<file path="src/rtl/gpu_fb_pkg.sv">
// Shared types for the framebuffer writer: FSM states and SRAM strobe patterns.
// Strobe polarities: CE1 active-high, ZZ active-low sleep, the rest active-low.
package gpu_fb_pkg;

  typedef enum logic [2:0] {
    ST_SLEEP,
    ST_WAKE,
    ST_IDLE,
    ST_SETUP,
    ST_STROBE,
    ST_HOLD
  } fb_state_t;

  typedef struct packed {
    logic ce0;
    logic ce1;
    logic lb;
    logic ub;
    logic r_w;
    logic oe;
    logic zz;
    logic sem;
  } sram_ctrl_t;

  localparam sram_ctrl_t SRAM_SLEEP = '{ce0: 1'b1, ce1: 1'b0, lb: 1'b1, ub: 1'b1,
                                        r_w: 1'b1, oe: 1'b1, zz: 1'b0, sem: 1'b1};
  localparam sram_ctrl_t SRAM_IDLE  = '{ce0: 1'b1, ce1: 1'b0, lb: 1'b1, ub: 1'b1,
                                        r_w: 1'b1, oe: 1'b1, zz: 1'b1, sem: 1'b1};
  // Chip selected, byte lanes enabled, write enable low.
  localparam sram_ctrl_t SRAM_WRITE = '{ce0: 1'b0, ce1: 1'b1, lb: 1'b0, ub: 1'b0,
                                        r_w: 1'b0, oe: 1'b1, zz: 1'b1, sem: 1'b1};
  // Chip selected with write enable high: used for address setup and data hold.
  localparam sram_ctrl_t SRAM_HOLD  = '{ce0: 1'b0, ce1: 1'b1, lb: 1'b0, ub: 1'b0,
                                        r_w: 1'b1, oe: 1'b1, zz: 1'b1, sem: 1'b1};

endpackage

</file>
<file path="src/rtl/gpu_fb_fifo.sv">
// Show-ahead synchronous FIFO; DEPTH must be a power of two.
// Push while full is honoured only when a pop happens on the same edge.
module gpu_fb_fifo #(
  parameter int WIDTH = 8,
  parameter int DEPTH = 4
) (
  input  logic             clk,
  input  logic             rst,
  input  logic             push,
  input  logic             pop,
  input  logic [WIDTH-1:0] wdata,
  output logic [WIDTH-1:0] rdata,
  output logic             full,
  output logic             empty
);

  localparam int AW = $clog2(DEPTH);
  localparam logic [AW:0] FULL_CNT = (AW+1)'(DEPTH);

  logic [WIDTH-1:0] mem [DEPTH];
  logic [AW-1:0]    wr_ptr, rd_ptr;
  logic [AW:0]      count;
  logic             do_push, do_pop;

  assign do_pop  = pop & ~empty;
  assign do_push = push & (~full | do_pop);

  always_ff @(posedge clk) begin
    if (rst) begin
      wr_ptr <= '0;
      rd_ptr <= '0;
      count  <= '0;
    end else begin
      if (do_push) wr_ptr <= wr_ptr + 1'b1;
      if (do_pop)  rd_ptr <= rd_ptr + 1'b1;
      case ({do_push, do_pop})
        2'b10:   count <= count + 1'b1;
        2'b01:   count <= count - 1'b1;
        default: count <= count;
      endcase
    end
  end

  always_ff @(posedge clk) begin
    if (do_push) mem[wr_ptr] <= wdata;
  end

  assign rdata = mem[rd_ptr];
  assign full  = (count == FULL_CNT);
  assign empty = (count == '0);

endmodule

</file>
<file path="src/rtl/gpu_fb_writer.sv">
// Framebuffer write controller: buffers rasteriser pixels, maps (x,y) to a linear
// SRAM address in the back buffer, strobes async SRAM writes and swaps buffers on flush.
module gpu_fb_writer import gpu_fb_pkg::*; #(
  parameter int CHANNEL_BITS = 8,
  parameter int NUM_CHANNELS = 3,
  parameter int WIDTH_BITS   = 10,
  parameter int HEIGHT_BITS  = 9,
  parameter int FB_WIDTH     = 640,
  parameter int FB_HEIGHT    = 480,
  parameter int BUF_STRIDE   = 307200,
  parameter int FIFO_DEPTH   = 4,
  parameter int WAIT_CYCLES  = 1,
  parameter int SLEEP_CYCLES = 16,
  parameter int ADDR_BITS    = WIDTH_BITS + HEIGHT_BITS + 1
) (
  input  logic                                 clk,
  input  logic                                 rst,
  input  logic                                 pix_valid_i,
  output logic                                 pix_ready_o,
  input  logic [NUM_CHANNELS*CHANNEL_BITS-1:0] pix_data_i,
  input  logic [WIDTH_BITS-1:0]                pix_x_i,
  input  logic [HEIGHT_BITS-1:0]               pix_y_i,
  input  logic                                 flush_i,
  output logic                                 flush_done_o,
  output logic                                 buffer_select_o,
  output logic                                 oob_o,
  output logic                                 busy_o,
  output logic                                 CE0_o,
  output logic                                 CE1_o,
  output logic                                 LB_o,
  output logic                                 UB_o,
  output logic                                 R_W_o,
  output logic                                 OE_o,
  output logic                                 ZZ_o,
  output logic                                 SEM_o,
  output logic [ADDR_BITS-1:0]                 sram_addr_o,
  output logic [NUM_CHANNELS*CHANNEL_BITS-1:0] sram_data_o
);

  localparam int DATA_W  = NUM_CHANNELS * CHANNEL_BITS;
  localparam int ENTRY_W = WIDTH_BITS + HEIGHT_BITS + DATA_W;
  localparam int WAIT_W  = (WAIT_CYCLES > 1) ? $clog2(WAIT_CYCLES) : 1;
  localparam int IDLE_W  = (SLEEP_CYCLES > 1) ? $clog2(SLEEP_CYCLES) : 1;

  localparam logic [WIDTH_BITS:0]  FBW        = (WIDTH_BITS+1)'(FB_WIDTH);
  localparam logic [HEIGHT_BITS:0] FBH        = (HEIGHT_BITS+1)'(FB_HEIGHT);
  localparam logic [WAIT_W-1:0]    WAIT_LAST  = WAIT_W'(WAIT_CYCLES - 1);
  localparam logic [IDLE_W-1:0]    IDLE_LAST  = IDLE_W'(SLEEP_CYCLES - 1);

  fb_state_t            state, next_state;
  sram_ctrl_t           ctrl;
  logic                 rst_q;
  logic                 accept, in_range, load, swap;
  logic                 flush_pending, buf_sel, oob_q, done_q;
  logic [WAIT_W-1:0]    wait_cnt;
  logic [IDLE_W-1:0]    idle_cnt;
  logic [ADDR_BITS-1:0] addr_q, lin_addr;
  logic [DATA_W-1:0]    data_q;

  logic [ENTRY_W-1:0]     fifo_rdata;
  logic                   fifo_full, fifo_empty;
  logic [WIDTH_BITS-1:0]  head_x;
  logic [HEIGHT_BITS-1:0] head_y;
  logic [DATA_W-1:0]      head_data;

  assign pix_ready_o = ~rst_q & ~fifo_full & ~flush_pending;
  assign accept      = pix_valid_i & pix_ready_o;
  assign in_range    = ({1'b0, pix_x_i} < FBW) && ({1'b0, pix_y_i} < FBH);

  gpu_fb_fifo #(
    .WIDTH (ENTRY_W),
    .DEPTH (FIFO_DEPTH)
  ) u_fifo (
    .clk   (clk),
    .rst   (rst),
    .push  (accept & in_range),
    .pop   (load),
    .wdata ({pix_x_i, pix_y_i, pix_data_i}),
    .rdata (fifo_rdata),
    .full  (fifo_full),
    .empty (fifo_empty)
  );

  assign head_x    = fifo_rdata[ENTRY_W-1 -: WIDTH_BITS];
  assign head_y    = fifo_rdata[DATA_W +: HEIGHT_BITS];
  assign head_data = fifo_rdata[DATA_W-1:0];

  // Full-width arithmetic so the largest in-range pixel of buffer 1 cannot wrap.
  assign lin_addr = ADDR_BITS'(head_y) * ADDR_BITS'(FB_WIDTH) + ADDR_BITS'(head_x)
                  + (buf_sel ? ADDR_BITS'(BUF_STRIDE) : '0);

  // The head entry is popped and latched on the edge that enters SETUP.
  assign load = (next_state == ST_SETUP);
  assign swap = flush_pending & fifo_empty & ((state == ST_IDLE) || (state == ST_SLEEP));

  always_ff @(posedge clk) begin
    if (rst) state <= ST_SLEEP;
    else     state <= next_state;
  end

  always_comb begin
    next_state = state;
    case (state)
      ST_SLEEP:  if (!fifo_empty) next_state = ST_WAKE;
      ST_WAKE:   next_state = ST_SETUP;
      ST_IDLE: begin
        if (!fifo_empty)
          next_state = ST_SETUP;
        else if ((SLEEP_CYCLES != 0) && (idle_cnt == IDLE_LAST))
          next_state = ST_SLEEP;
      end
      ST_SETUP:  next_state = ST_STROBE;
      ST_STROBE: if (wait_cnt == WAIT_LAST) next_state = ST_HOLD;
      ST_HOLD:   next_state = fifo_empty ? ST_IDLE : ST_SETUP;
      default:   next_state = ST_SLEEP;
    endcase
  end

  always_comb begin
    ctrl = SRAM_SLEEP;
    case (state)
      ST_SLEEP:          ctrl = SRAM_SLEEP;
      ST_WAKE, ST_IDLE:  ctrl = SRAM_IDLE;
      ST_SETUP, ST_HOLD: ctrl = SRAM_HOLD;
      ST_STROBE:         ctrl = SRAM_WRITE;
      default:           ctrl = SRAM_SLEEP;
    endcase
  end

  always_ff @(posedge clk) begin
    if (rst) begin
      rst_q         <= 1'b1;
      buf_sel       <= 1'b0;
      flush_pending <= 1'b0;
      oob_q         <= 1'b0;
      done_q        <= 1'b0;
      wait_cnt      <= '0;
      idle_cnt      <= '0;
      addr_q        <= '0;
      data_q        <= '0;
    end else begin
      rst_q  <= 1'b0;
      oob_q  <= accept & ~in_range;
      done_q <= swap;
      // A flush arriving on the swap edge merges into the one completing now.
      if (swap) begin
        buf_sel       <= ~buf_sel;
        flush_pending <= 1'b0;
      end else if (flush_i) begin
        flush_pending <= 1'b1;
      end
      wait_cnt <= ((state == ST_STROBE) && (next_state == ST_STROBE)) ? wait_cnt + 1'b1 : '0;
      idle_cnt <= ((state == ST_IDLE) && (next_state == ST_IDLE)) ? idle_cnt + 1'b1 : '0;
      if (load) begin
        addr_q <= lin_addr;
        data_q <= head_data;
      end
    end
  end

  assign flush_done_o    = done_q;
  assign buffer_select_o = buf_sel;
  assign oob_o           = oob_q;
  assign busy_o          = ~fifo_empty | (state inside {ST_WAKE, ST_SETUP, ST_STROBE, ST_HOLD});

  assign CE0_o       = ctrl.ce0;
  assign CE1_o       = ctrl.ce1;
  assign LB_o        = ctrl.lb;
  assign UB_o        = ctrl.ub;
  assign R_W_o       = ctrl.r_w;
  assign OE_o        = ctrl.oe;
  assign ZZ_o        = ctrl.zz;
  assign SEM_o       = ctrl.sem;
  assign sram_addr_o = addr_q;
  assign sram_data_o = data_q;

endmodule

</file>
<file path="config.mk">
export PLATFORM = sky130hd
export DESIGN_NAME = gpu_fb_writer
export DESIGN_NICKNAME = d
export VERILOG_FILES = /design/src/rtl/gpu_fb_pkg.sv /design/src/rtl/gpu_fb_fifo.sv /design/src/rtl/gpu_fb_writer.sv
export SDC_FILE = /design/constraint.sdc
export NUM_CORES = 1
export LEC_CHECK = 0
export ABC_AREA = 1
export BUFFER_PORTS_ARGS = -buffer_cell sky130_fd_sc_hd__buf_2
export CELL_PAD_IN_SITES_DETAIL_PLACEMENT = 2
export CELL_PAD_IN_SITES_GLOBAL_PLACEMENT = 2
export CORE_MARGIN = 2
export CORE_UTILIZATION = 42
export DETAILED_ROUTE_END_ITERATION = 8
export HOLD_SLACK_MARGIN = 0.03
export PLACE_DENSITY = 0.87
export SETUP_SLACK_MARGIN = 0.5
export SLEW_MARGIN = 10
export SYNTH_ARGS = -nofsm -noshare
export SYNTH_HDL_FRONTEND = slang
export SYNTH_SLANG_ARGS = --single-unit
</file>
<file path="constraint.sdc">
create_clock -name clk -period 6.5 [get_ports clk]
set_clock_uncertainty 0.05 [all_clocks]
set_input_delay 0.325 -clock clk [delete_from_list [all_inputs] [get_ports clk]]
set_output_delay 0.325 -clock clk [all_outputs]
set_load 0.005 [all_outputs]
</file>
Word-level counts from Yosys, hierarchy flattened
Memory sizes are Yosys's and may differ from the RTL's. A register that Yosys moved wholly into a read port is not among the register bits.
Cells that the tools add are included.
{"block": "totals", "reg_bits": 64, "ram_bits": 172, "inputBits": 47, "output_inout_bits": 57, "elab_cells": 83, "memories": 1}
{"block": "classes", "n_addsub": 8, "n_mul": 1, "magnitude_cmp": 2, "n_eq_ne": 12, "mux": 14, "bitwise_logic": 19, "reduce_logical": 13}
{"memory": "u_fifo.mem", "words": 4, "word_bits": 43, "read_ports": 1, "rd_clocked_by_memory_dff": 1, "wr": 1, "line": "gpu_fb_fifo.sv:20", "text": "logic [WIDTH-1:0] mem [DEPTH];"}
{"operator": "8-bit one-hot mux with 3 select lines", "n": 1}
{"operator": "19-bit by 10-bit adder with 20-bit output", "n": 1}
{"operator": "20-bit by 19-bit adder with 20-bit output", "n": 1}
{"operator": "19-bit two-way mux", "n": 1}
{"operator": "3-bit one-hot mux with 6 select lines", "n": 1}
{"operator": "3-bit by 2-bit == test with 1-bit output (second input constant)", "n": 4}
{"operator": "3-bit == test (second input constant)", "n": 4}
{"operator": "9-bit by 3-bit multiplier with 12-bit output (second input constant)", "n": 1}
{"operator": "3-bit two-way mux", "n": 4}
{"operator": "10-bit less-than comparator (second input constant)", "n": 1}
{"operator": "2-bit OR reduction", "n": 5}
{"operator": "1-bit AND", "n": 9}
{"operator": "9-bit less-than comparator (second input constant)", "n": 1}
{"operator": "1-bit inverter", "n": 8}
{"operator": "3-bit zero test", "n": 2}
{"operator": "3-bit one-hot mux with 2 select lines", "n": 1}
{"operator": "2-bit by 1-bit adder with 2-bit output (second input constant)", "n": 2}
{"operator": "4-bit by 1-bit adder with 4-bit output (second input constant)", "n": 1}
{"operator": "4-bit == test (second input constant)", "n": 1}
{"operator": "1-bit two-way mux", "n": 4}
{"operator": "2-bit two-way mux", "n": 2}
{"operator": "4-bit nonzero test", "n": 1}
{"operator": "3-bit by 1-bit adder with 3-bit output (second input constant)", "n": 1}
{"operator": "3-bit by 1-bit == test with 1-bit output (second input constant)", "n": 1}
{"operator": "other kinds (8)", "n": 11}

Logic depth before layout (Yosys ltp)
Gate-level depths: netlist of run 1.
{"block": "depth", "depth_word": 10, "depth_mapped": 22, "ltp_nobuf": 20}

Modules after synthesis
From an unflattened synthesis of run 1, not the netlist that was laid out.
{"block": "unflattened", "hier_cells": 865, "hier_area_um2": 9704.3}
{"module": "gpu_fb_fifo", "n_inst": 1, "cells_each": 479, "area_per_inst_um2": 6829.0, "seq_area_each_um2": 5345.1}
{"module": "gpu_fb_writer", "n_inst": 1, "cells_each": 386, "area_per_inst_um2": 2875.3, "seq_area_each_um2": 1141.1}

Worst setup path after synthesis of run 1
OpenSTA, ideal clock, no wires.
{"block": "synth_timing", "kind": "flip-flop to flip-flop", "from": "register with a tool-made name", "to": "register addr_q[17] (netlist: sram_addr_o[17])", "setup_time_ns": 0.109, "arrival_time_ns": 3.206, "t_required_ns": 6.341, "slack_ns": 3.135, "stages_incl_launch_ff": 22, "path_buffers": 2, "period_less_slack_ns": 3.365, "cell_sequence": "dfxtp_1 clkbuf_1 inv_2 clkbuf_1 a21oi_1 a32oi_1 ha_1 ha_1 fa_1 xor2_1 ha_1 inv_1 nor2_1 nand3_1 nand2_1 nand3_1 nand2_1 nand2_1 nand2_1 nand3_1 nand2_1 inv_1"}
{"element": "end signal: assignment", "line": "gpu_fb_writer.sv:155", "text": "addr_q <= lin_addr;"}
{"element": "end: declaration", "line": "gpu_fb_writer.sv:57", "text": "logic [ADDR_BITS-1:0] addr_q, lin_addr;"}

==> results of run 1 <==
## timing repair
item,CTS,global route
hold endpoints to repair,171,0
gates resized for setup,0,0
hold buffers,45,0
## logic make-up after synthesis
group           synth area share [%]
xor+xnor                      0.9990
flops                          67.25
buf+inv                        4.437
fa+ha+maj                      4.126
compound gates                 11.44
simple gates                   11.66
other cells                  0.07787
## final cells by class
class	instances	area [um2]
fill	2167	10840
sequential	238	6489
multi-input combinational	523	2764
timing repair buffer	154	1016
clock buffer	38	777.0
tap	285	356.6
inverter	47	178.9
clock inverter	12	152.6
## placed cells by master, fill, tap and decap left out, types with 22 or more instances in the layout
master         count
a21oi_1           25
a31oi_1           33
buf_2            101
clkbuf_16         27
dfxtp_1           64
dlygate4sd3_1     45
edfxtp_1         172
ha_1              27
inv_1             38
nand2_1           60
nand3_1           22
nor2_1           169
o21ai_0          111
## power by group through the flow
stage                     logic (uW)  clock network (uW)  registers, uW
after floorplan                  192                   0           1720
after global placement           285                   0           1730
after detailed placement         306                   0           1730
after CTS                        346                1640           1700
after global routing             393                1740           1710
final                            360                1680           1700
## worst paths after layout
kind | to | slack, ps | cells past startpoint
worst max-delay path | sram_addr_o[17]$_SDFFE_PP0N_ | 1880 | 19
worst min-delay path | u_fifo.mem[2][42]$_DFFE_PP_ | 70 | 1
worst max register to register | sram_addr_o[17]$_SDFFE_PP0N_ | 1880 | 19
worst min register to register | idle_cnt[0]$_SDFF_PP0_ | 430 | 1
## flip-flops by register name, summed over array words and instances, names as in the netlist, 2 cells and up, named ones only
name and count:
u_fifo.mem 172, state 3, u_fifo.rd_ptr 2, u_fifo.wr_ptr 2
u_fifo.count 3, idle_cnt 4, sram_addr_o 20, sram_data_o 24
## cells in the mapped netlist, types with 4 or more instances
cell type | number | share of area [%]
buf_2 | 9 | 0.47
inv_2 | 7 | 0.27
buf_6 | 7 | 0.82
o22ai_1 | 9 | 0.58
dfxtp_1 | 66 | 14
o21ai_0 | 111 | 5.8
nor3_1 | 4 | 0.21
clkbuf_1 | 20 | 0.78
nand2_2 | 5 | 0.32
a21oi_1 | 25 | 1.3
buf_4 | 4 | 0.31
ha_1 | 27 | 3.5
nand3_1 | 22 | 1.1
inv_1 | 38 | 1.5
nor2_1 | 173 | 6.7
nand2_1 | 60 | 2.3
buf_1 | 4 | 0.16
o21ai_1 | 17 | 0.88
xor2_1 | 8 | 0.73
a31oi_1 | 33 | 2.1
edfxtp_1 | 172 | 54
## through the flow
step	cells	hold WS (ps)	area [um2]	utilization, %
global placement	1202	381.8	10350	45.87
global route	1297	35.89	11730	51.98
floorplan	853	302.7	9648	-
finish	1297	65.08	11730	51.98
CTS	1297	34.49	11730	51.98
detailed placement	1202	411.2	10350	45.87
## worst max-delay path, cell delays in order, from the launching register on
cell     delay (ps)
dfxtp_2         880
inv_2           480
o21ai_0         320
o22ai_1         160
ha_1            320
ha_1            260
fa_1            470
xor2_1          180
ha_1            330
inv_1            50
nor2_1          210
nand3_1         130
nand2_1         120
nand3_1         100
nand2_1         120
nand2_1          60
nand2_1          60
nand3_1          70
nand2_1         100
inv_1            40
## per-layer routing
| metal | GRT usage [%] | vias to the layer above |
|---|---|---|
| met5 | 0 | - |
| li1 | - | 3265 |
| met3 | 4.944 | 110 |
| met1 | 38.38 | 3838 |
| met2 | 55.14 | 281 |
| met4 | 13.94 | 2 |
==> impl_metrics.tcl, run 1 <==
set metrics [dict create \
    vias 7496 \
    antenna_found_initial 1 \
    peakVddDrop_mv 0.2591 \
    root_buffer "clkbuf_16" \
    dp_slack_ps 2202 \
    clock_latency_ps 570 \
    synth_ff_type "edfxtp_1" \
    synthArstFlopShare_pct 0 \
    p_comb_share_pct 9.6 \
    area_growth_pct 21.67 \
    max_cap_violations 0 \
    track_usage_pct 31.42 \
    drc 0 \
    design.core.area_um2 22570 \
    seq_area_frac_synth_pct 67.25 \
    synth_cells 852 \
    drtIter0Drc 730 \
    drive_gt1_share_pct 17.89 \
    clockPowerShare_pct 44.9 \
    start_util_pct 42.73 \
    min_path_type "in2reg" \
    relSlewSlack_pct 37.06 \
    rsz0062_at_grt "false" \
    fmax_mhz 216.2 \
    fin_crit_sh_pct 71.15 \
    ys_ff_latch 238 \
    cts_buffers 27 \
    critical_path_class "reg2reg" \
    firstDrtPassIters 5 \
    dp_hpwl_mm 17.74 \
    fp.dieArea_um2 24190 \
    switching_share_pct 26.33 \
    hold_viol_final 0 \
    synth_edf_count 172 \
    io_pins 104 \
    overflow 0 \
    first_global_vias 8410 \
    tritoncts "yes" \
    ys_warn_count 0 \
    p_leak_uw 0.004578 \
    required_ps 6910 \
    cts_htree_levels 1 \
    worst_pin_slew_ps 942.7 \
    cts.clk_slew.worst_paths_ps 80 \
    vias_per_cell 5.779 \
    wl_met2_mm 19.11 \
    drv_slew 0 \
    synthDistinctLibCells 42 \
    power.density_nw_per_um2 318.8 \
    die_h_um 155.5 \
    grt_max_degree 85 \
    cts_buffer_depth 3 \
    grt_pass1_wl_mm 56.03 \
    power_uw 3740 \
    gp_congestion 0.7205 \
    p_int_uw 2756 \
    status "completed" \
    cts_sinks 238 \
    setup_viol 0 \
    cp_max_fo 40 \
    antenna_cells 0 \
    min-delay-start "pix_x_i[9]" \
    avgRoutedWirePerCell_um 29.04 \
    cp_data_arrival_time_ps 5030 \
    fin_crit_ps 4625 \
    top_layer "met5" \
    wl_met1_mm 15.00 \
    final_nets 1068 \
    sequentialPowerShare_pct 45.5 \
    syn_avg_cell_area_um2 11.32 \
    synth.cell_area_um2 9644 \
    start_kind "register" \
    rows 55 \
    endpoint_kind "register" \
    met3WireLength_mm 1.727 \
    wl_mm 37.67 \
    fin_tns_setup_ps 0 \
    power_switching_uw 984.7 \
    drt.antenna.violating_nets 0 \
    fp.dieW_um 155.5 \
    cts_setup_buffers 0 \
    io_buffers 101 \
    setup_slack_ps 1875 \
]
(Power assumes the default switching activity.)
==> run 2, diff against run 1 <==
- CORE_UTILIZATION: 42 -> 39
- PLACE_DENSITY: 0.87 -> 0.81
- clock period: 6.5 -> 4.61 ns (I/O delays scaled with it)
==> run 2 against run 1 <==
Clock-buffer cell count shrank 3; cell area grew 0.36%; via count shrank 5.3%; largest cell class unchanged.
==> impl_metrics.tcl, run 2 (synthesized netlist as in run 1, its figures left out) <==
set metrics [dict create \
    setup_viol 0 \
    cts.clk_slew.worst_paths_ps 70 \
    overflow 0 \
    die_h_um 161.3 \
    start_util_pct 39.66 \
    drt.antenna.violating_nets 0 \
    fp.dieArea_um2 26000 \
    status "completed" \
    max_cap_violations 0 \
    regMostFlops "u_fifo.mem" \
    cts_setup_buffers 0 \
    clock_latency_ps 530 \
    drc 0 \
    endpoint_kind "register" \
    cts_sinks 238 \
    tritoncts "yes" \
    grt_pass1_wl_mm 46.73 \
    rows 57 \
    hold_viol_final 0 \
    drtIter0Drc 466 \
    area_growth_pct 22.11 \
    drive_gt1_share_pct 17.57 \
    fmax_mhz 265.8 \
    io_buffers 101 \
    start_kind "register" \
    first_global_vias 7990 \
    fin_crit_sh_pct 81.62 \
    power.density_nw_per_um2 426.2 \
    design_area_um2 11780 \
    cts_htree_levels 1 \
    required_ps 4990 \
    worst_pin_slew_ps 958.8 \
    fin_tns_setup_ps 0 \
    gp_congestion 0.7429 \
    root_buffer "clkbuf_16" \
    critical_path_class "reg2reg" \
    wl_mm 30.08 \
    dpl_cell_area_um2 10430 \
    firstDrtPassIters 4 \
    min_path_type "reg2reg" \
    grt_max_degree 85 \
    track_usage_pct 23.32 \
    io_pins 104 \
    layout_common_cells "edfxtp_1, nor2_1, o21ai_0" \
    fp.dieW_um 161.3 \
    largest_reg_flops 172 \
    cts_buffer_depth 3 \
    design.core.area_um2 24320 \
    fin_crit_ps 3763 \
    antenna_found_initial 1 \
    fin_util_pct 48.42 \
    rsz0062_at_grt "false" \
    avgRoutedWirePerCell_um 22.50 \
    p_leak_uw 0.004572 \
    final.fill_count 2387 \
    relSlewSlack_pct 35.98 \
    vias_per_cell 5.307 \
    antenna_cells 0 \
    cp_data_arrival_time_ps 4150 \
    peakVddDrop_mv 0.3192 \
    drv_slew 0 \
    cts_buffers 26 \
    final_common_cell "edfxtp_1" \
    cp_max_fo 38 \
    final_nets 1070 \
    vias 7095 \
    dp_hpwl_mm 17.17 \
]
## run 2: per-stage QoR
stage | hold WS [ps] | total power [uW] | setup slack (ps) | instances
detailed placement | 394.3 | 2874 | 643.4 | 1243
finish | 396.8 | 5019 | 847.5 | 1337
CTS | 383.6 | 5021 | 545.3 | 1337
floorplan | 208.2 | 2700 | 1245 | 853
global placement | 382.1 | 2841 | 881.0 | 1243
global route | 409.1 | 5212 | 512.3 | 1337
## run 2: report_power, final
group	leakage [uW]	total (uW)	switching, uW	internal (uW)
registers	0.00209	2390	42.7	2350
clock network	0.000425	2150	880	1270
logic	0.00206	476	294	182
total	0.00457	5020	1220	3800
## run 2: routing by layer
| layer | GRT usage [%] | share of wire (%) | routed length (um) |
|---|---|---|---|
| met4 | 5.195 | 1.6 | 496 |
| met5 | 0 | 0.023 | 7 |
| met3 | 3.698 | 3.9 | 1178 |
| met1 | 28.10 | 41 | 12430 |
| met2 | 43.82 | 53 | 15970 |
## run 2: final cells by class
cell class | count | area [um2] | share of cell area (%)
clock buffers | 35 | 725.7 | 6.162
repair buffers | 157 | 1069 | 9.073
clock inverters | 13 | 138.9 | 1.179
well taps | 324 | 405.4 | 3.442
inverters | 47 | 183.9 | 1.562
flip-flops and latches | 238 | 6490 | 55.11
multi-input cells | 523 | 2764 | 23.47
## run 2: worst max-delay path, stage by stage (launching register included)
cell     delay, ps
dfxtp_4        500
buf_8          290
o21ai_0        140
o22ai_1        300
ha_1           330
fa_1           500
xor2_1         170
ha_1           320
inv_1           50
nor2_1         180
nand3_1        100
nand2_1        100
nand3_1        110
nand2_1        140
nand2_1         80
nand2_1         70
nand3_1         80
nand2_1        130
inv_1           40
## run 2: final timing paths
path	depth (start not counted)	slack (ps)	to	startpoint
max	18	850	sram_addr_o[17]$_SDFFE_PP0N_	register
min	1	400	idle_cnt[0]$_SDFF_PP0_	idle_cnt[0]$_SDFF_PP0_
max reg2reg	18	850	sram_addr_o[17]$_SDFFE_PP0N_	register
min reg2reg	1	400	idle_cnt[0]$_SDFF_PP0_	idle_cnt[0]$_SDFF_PP0_
## run 2: timing repair
item                                    in CTS  in global routing
endpoints found under the setup margin       0                  5
resized for setup                            0                  9
hold endpoints to repair                   178                  0
hold buffers                                46                  0
